## config.mk

```make
export PLATFORM = sky130hd
export DESIGN_NAME = dmem_arbiter
export DESIGN_NICKNAME = d
export VERILOG_FILES = /design/src/rtl/dmem_arbiter.sv
export SDC_FILE = /design/constraint.sdc
export NUM_CORES = 1
export LEC_CHECK = 0
export CAP_MARGIN = 20
export CORE_AREA = 2 2 98 100
export DETAILED_ROUTE_END_ITERATION = 16
export DIE_AREA = 0 0 100 102
export GPL_ROUTABILITY_DRIVEN = 0
export GPL_TIMING_DRIVEN = 0
export PLACE_DENSITY_LB_ADDON = 0.2
export SLEW_MARGIN = 20
export SYNTH_ARGS = -nofsm -noshare
export SYNTH_HDL_FRONTEND = slang
export SYNTH_SLANG_ARGS = --single-unit
export TNS_END_PERCENT = 10
```

## constraint.sdc

```tcl
create_clock -name CLK -period 3.9 [get_ports CLK]
set_input_delay 0.39 -clock CLK [delete_from_list [all_inputs] [get_ports CLK]]
set_output_delay 0.39 -clock CLK [all_outputs]
set_load 0.05 [all_outputs]
```

## src/rtl/dmem_arbiter.sv

```systemverilog
// rtl/dmem_arbiter.sv - two-port round-robin arbiter for the single-port data RAM with port-1 bus lock
// Optional conflict counter enabled by defining DMEM_ARB_PERF_EN.
module dmem_arbiter #(
  parameter int AW       = 10,
  parameter int DW       = 32,
  parameter int LOCK_MAX = 8
) (
  input  logic          CLK,
  input  logic          RESET_N,
  input  logic          m0_req,
  input  logic          m0_we,
  input  logic [AW-1:0] m0_addr,
  input  logic [DW-1:0] m0_wdata,
  output logic          m0_gnt,
  output logic          m0_rvalid,
  output logic [DW-1:0] m0_rdata,
  input  logic          m1_req,
  input  logic          m1_we,
  input  logic [AW-1:0] m1_addr,
  input  logic [DW-1:0] m1_wdata,
  output logic          m1_gnt,
  output logic          m1_rvalid,
  output logic [DW-1:0] m1_rdata,
  input  logic          m1_lock,
  output logic          mem_en,
  output logic          mem_we,
  output logic [AW-1:0] mem_addr,
  output logic [DW-1:0] mem_wdata,
  input  logic [DW-1:0] mem_rdata,
  output logic          stall,
  output logic [15:0]   conflict_cnt
);

  localparam logic [7:0] LOCK_MAX_C = 8'(LOCK_MAX);

  typedef enum logic {ARB, LOCKED} state_t;

  state_t     state, state_nxt;
  logic       rr_last, rr_last_nxt;
  logic [7:0] lock_cnt, lock_cnt_nxt;
  logic       owner;
  logic       rvalid0, rvalid1;

  always_comb begin
    m0_gnt       = 1'b0;
    m1_gnt       = 1'b0;
    state_nxt    = state;
    lock_cnt_nxt = lock_cnt;
    // Once lock drops, this same cycle is arbitrated with plain round-robin.
    if (state == LOCKED && m1_lock) begin
      if (lock_cnt == LOCK_MAX_C && m0_req) begin
        m0_gnt       = 1'b1;
        lock_cnt_nxt = 8'd0;
      end else if (m1_req) begin
        m1_gnt = 1'b1;
        if (lock_cnt != LOCK_MAX_C)
          lock_cnt_nxt = lock_cnt + 8'd1;
      end else if (m0_req) begin
        m0_gnt = 1'b1;
      end
    end else begin
      if (m0_req && m1_req) begin
        m0_gnt = rr_last;
        m1_gnt = ~rr_last;
      end else begin
        m0_gnt = m0_req;
        m1_gnt = m1_req;
      end
      if (m1_gnt && m1_lock) begin
        state_nxt    = LOCKED;
        lock_cnt_nxt = 8'd1;
      end else begin
        state_nxt    = ARB;
        lock_cnt_nxt = 8'd0;
      end
    end
  end

  always_comb begin
    rr_last_nxt = rr_last;
    if (m1_gnt)
      rr_last_nxt = 1'b1;
    else if (m0_gnt)
      rr_last_nxt = 1'b0;
  end

  assign mem_en    = m0_gnt | m1_gnt;
  assign mem_we    = m0_gnt ? m0_we    : (m1_gnt ? m1_we    : 1'b0);
  assign mem_addr  = m0_gnt ? m0_addr  : (m1_gnt ? m1_addr  : '0);
  assign mem_wdata = m0_gnt ? m0_wdata : (m1_gnt ? m1_wdata : '0);
  assign stall     = m0_req & ~m0_gnt;

  always_ff @(posedge CLK or negedge RESET_N) begin
    if (!RESET_N) begin
      state    <= ARB;
      rr_last  <= 1'b1;
      lock_cnt <= 8'd0;
      owner    <= 1'b0;
      rvalid0  <= 1'b0;
      rvalid1  <= 1'b0;
    end else begin
      state    <= state_nxt;
      rr_last  <= rr_last_nxt;
      lock_cnt <= lock_cnt_nxt;
      rvalid0  <= m0_gnt & ~m0_we;
      rvalid1  <= m1_gnt & ~m1_we;
      if (mem_en && !mem_we)
        owner <= m1_gnt;
    end
  end

  assign m0_rvalid = rvalid0;
  assign m1_rvalid = rvalid1;
  assign m0_rdata  = (rvalid0 && !owner) ? mem_rdata : '0;
  assign m1_rdata  = (rvalid1 &&  owner) ? mem_rdata : '0;

`ifdef DMEM_ARB_PERF_EN
  logic [15:0] conflict_q;

  always_ff @(posedge CLK or negedge RESET_N) begin
    if (!RESET_N)
      conflict_q <= 16'd0;
    else if (m0_req && m1_req && conflict_q != 16'hFFFF)
      conflict_q <= conflict_q + 16'd1;
  end

  assign conflict_cnt = conflict_q;
`else
  assign conflict_cnt = 16'd0;
`endif

endmodule

```

==> impl_metrics.ini <==
[power_and_ir_drop]
clockPowerShare_pct = 11.1
leakage_nw = 1.86
switching_share_pct = 49.7
intPower_uw = 544
comb_power_share_pct = 74.6
seq_power_share_pct = 14.3
power.density_nw_per_um2 = 252
ir_worst_vdd_uv = 110
switchingPower_uw = 536

[setup_path]
r2r-start = lock_cnt[0]
endpoint_kind = primary output
arrival_ns = 3.22
setup.worst_path.start = lock_cnt[0]
reg2reg_slack_ns = 1.75
r2r-end = m0_rvalid
crit_end = mem_wdata[26]
critPathRequiredTime_ns = 3.51
worst-r2r-cell-count = 7
path_class = register to primary output
cp_max_fo = 10
critPathLaunchType = register

[clock_network]
postCtsSetupRepairBufs = 0
cts_tree = built
cts_buffers = 3
path_clk_slew_ns = 0.05
clock_latency_ns = 0.24
clkSinkCount = 13
cts_hold_buf = 0
root_buffer = clkbuf_8
cts-resized-gates = 0
cts_max_level = 1
clockBufferDepth = 2

[logic_synthesis]
synth_area_leaders = a22o_1 (22%), dfrtp_1 (18%), and2_1 (12%), and3_1 (12%), buf_4 (7.0%)
seq_area_frac_synth_pct = 19.1
yosysTopAreaCell = a22o_1
yosysUniqueCellTypes = 37
ys_ff_latch = 13
postSynthAreaPerCell_um2 = 8.01
synthCells = 214
synth.cell_area_um2 = 1710
synth_warnings = 0
ys.flop_type = dfrtp_1
synth_edf_count = 0
yosysTopAreaCellShare_pct = 22.0
synthArstFlopShare_pct = 100

[sta]
fmaxAchievable_mhz = 277
worstMarginPinSlew_ns = 0.582
tns_ns = 0
period_share_pct = 92.6
rsz0062_at_grt = no
setup_viol = 0
hold_viol_final = 0
drv_slew = 0
post-route-min-period_ns = 3.61
relSlewSlack_pct = 61.1
clock_skew_ns = 0.00216
fin_ws_ns = 0.290

[routing]
first_pass_iters = 4
drtIter0Drc = 59
detail-route-antenna-nets = 0
drc = 0
wl_per_cell_um = 15.3
vias_per_cell = 4.35
routed_wl_mm = 8.81
vias = 2511

[global_routing]
gr-usage-all-layers_pct = 15.3
antenna_found_initial = 0
grt_pass1_wl_mm = 12.5
first_global_vias = 2384
grt_overflow = 0
grt_max_degree = 14

[min_path]
worstHoldPathType = register to register

[place]
post-place-ws_ns = 0.589
dp_hpwl_mm = 7.64
placed_cells = 573
port_buffers = 233

[cells_and_area]
fin_nets = 592
final_cells = 577
antenna_cells = 0
final_cell_mix = clkdlybuf4s50_1 (233), a22o_1 (43), and3_1 (33), and2_1 (33)
fill_cells = 925
area_delta_synth_final_pct = 150
final_common_cell = clkdlybuf4s50_1
register_area_um2 = 327
drive_gt1_share_pct = 7.73
multi_input_area_um2 = 1190

[floorplanning]
die_area_um2 = 10200
start_util_pct = 18.8
core_area_um2 = 9110
io_pins = 252
die_w_um = 100
dieHeight_um = 102
fp-row-count = 35

[outcome]
status = completed

[flow_run]
cap_violations = 0
## layout make-up
type,instances,share of cell area (%)
sequential,13,7.62
multi-input combinational,175,27.8
timing repair buffer,233,54.4
buffer,36,5.40
tap,111,3.24
inverter,5,0.438
clock buffer,4,1.05
## how the worst min path moves through the flow
stage,startpoint,end,slack [ns],cells after the start
2_1_floorplan,RESET_N,lock_cnt[0],0.09,0
3_3_place_gp,rr_last,rr_last,0.47,2
3_5_place_dp,rr_last,rr_last,0.48,2
4_1_cts,rr_last,rr_last,0.49,2
5_1_grt,rr_last,rr_last,0.52,2
6_report,rr_last,rr_last,0.48,2
## power groups by stage
stage,Clock [mW],Combinational [mW],Sequential [mW]
3_3_place_gp,0,0.807,0.157
4_1_cts,0.125,0.811,0.155
2_1_floorplan,0,0.484,0.158
5_1_grt,0.134,0.845,0.156
3_5_place_dp,0,0.808,0.157
6_report,0.120,0.806,0.154
## worst max-delay path, cell delays in order (launching register included)
cell and delay, ns:
dfrtp_1 0.42, inv_1 0.08, ha_1 0.15, or4b_4 0.48
o31ai_4 0.36, o21a_1 0.19, buf_2 0.25, a22o_1 0.23
clkdlybuf4s50_1 0.82
## routing by layer
metal	routed length (um)	global-route usage (%)	share of wire, %	vias up
met1	3320	17.3	38	1114
li1	-	-	-	1258
met2	4530	28.2	51	133
met5	0	0	0	-
met4	106	2.85	1.2	0
met3	852	5.06	9.7	6
## stage by stage
stage	total power [mW]	hold WS (ns)	util, %	cell area, um2
after floorplan	0.641	0.0944	-	1770
after global placement	0.964	0.474	46.6	4240
after detailed placement	0.966	0.479	46.6	4240
after CTS	1.09	0.488	47.1	4290
after global routing	1.14	0.519	47.1	4290
final	1.08	0.485	47.1	4290
## flip-flops by register name (all words and copies together), names as in the netlist
register	cells
m1_rvalid	1
owner	1
state	1
lock_cnt	8
rr_last	1
m0_rvalid	1
## Yosys cell counts (4+ instances only)
library cell  instances
clkbuf_1             11
buf_4                16
and2_1               33
and3_1               33
buf_2                 5
buf_6                 4
nand2_1               7
nor2_1                7
a22o_1               43
a21oi_1               5
dfrtp_1              12
inv_1                 5
## kinds of logic (layout without fill, tap and decap cells)
logic type,count (synthesis),in the layout,synth area share (%)
compound gates,61,61,30.1
mux,1,1,0.584
xor+xnor,3,3,1.53
fa+ha+maj,2,2,1.46
simple gates,92,92,32.5
buf+inv,41,278,14.6
flops,13,13,19.1
other cells,1,16,0.219
(Power assumes the default switching activity.)
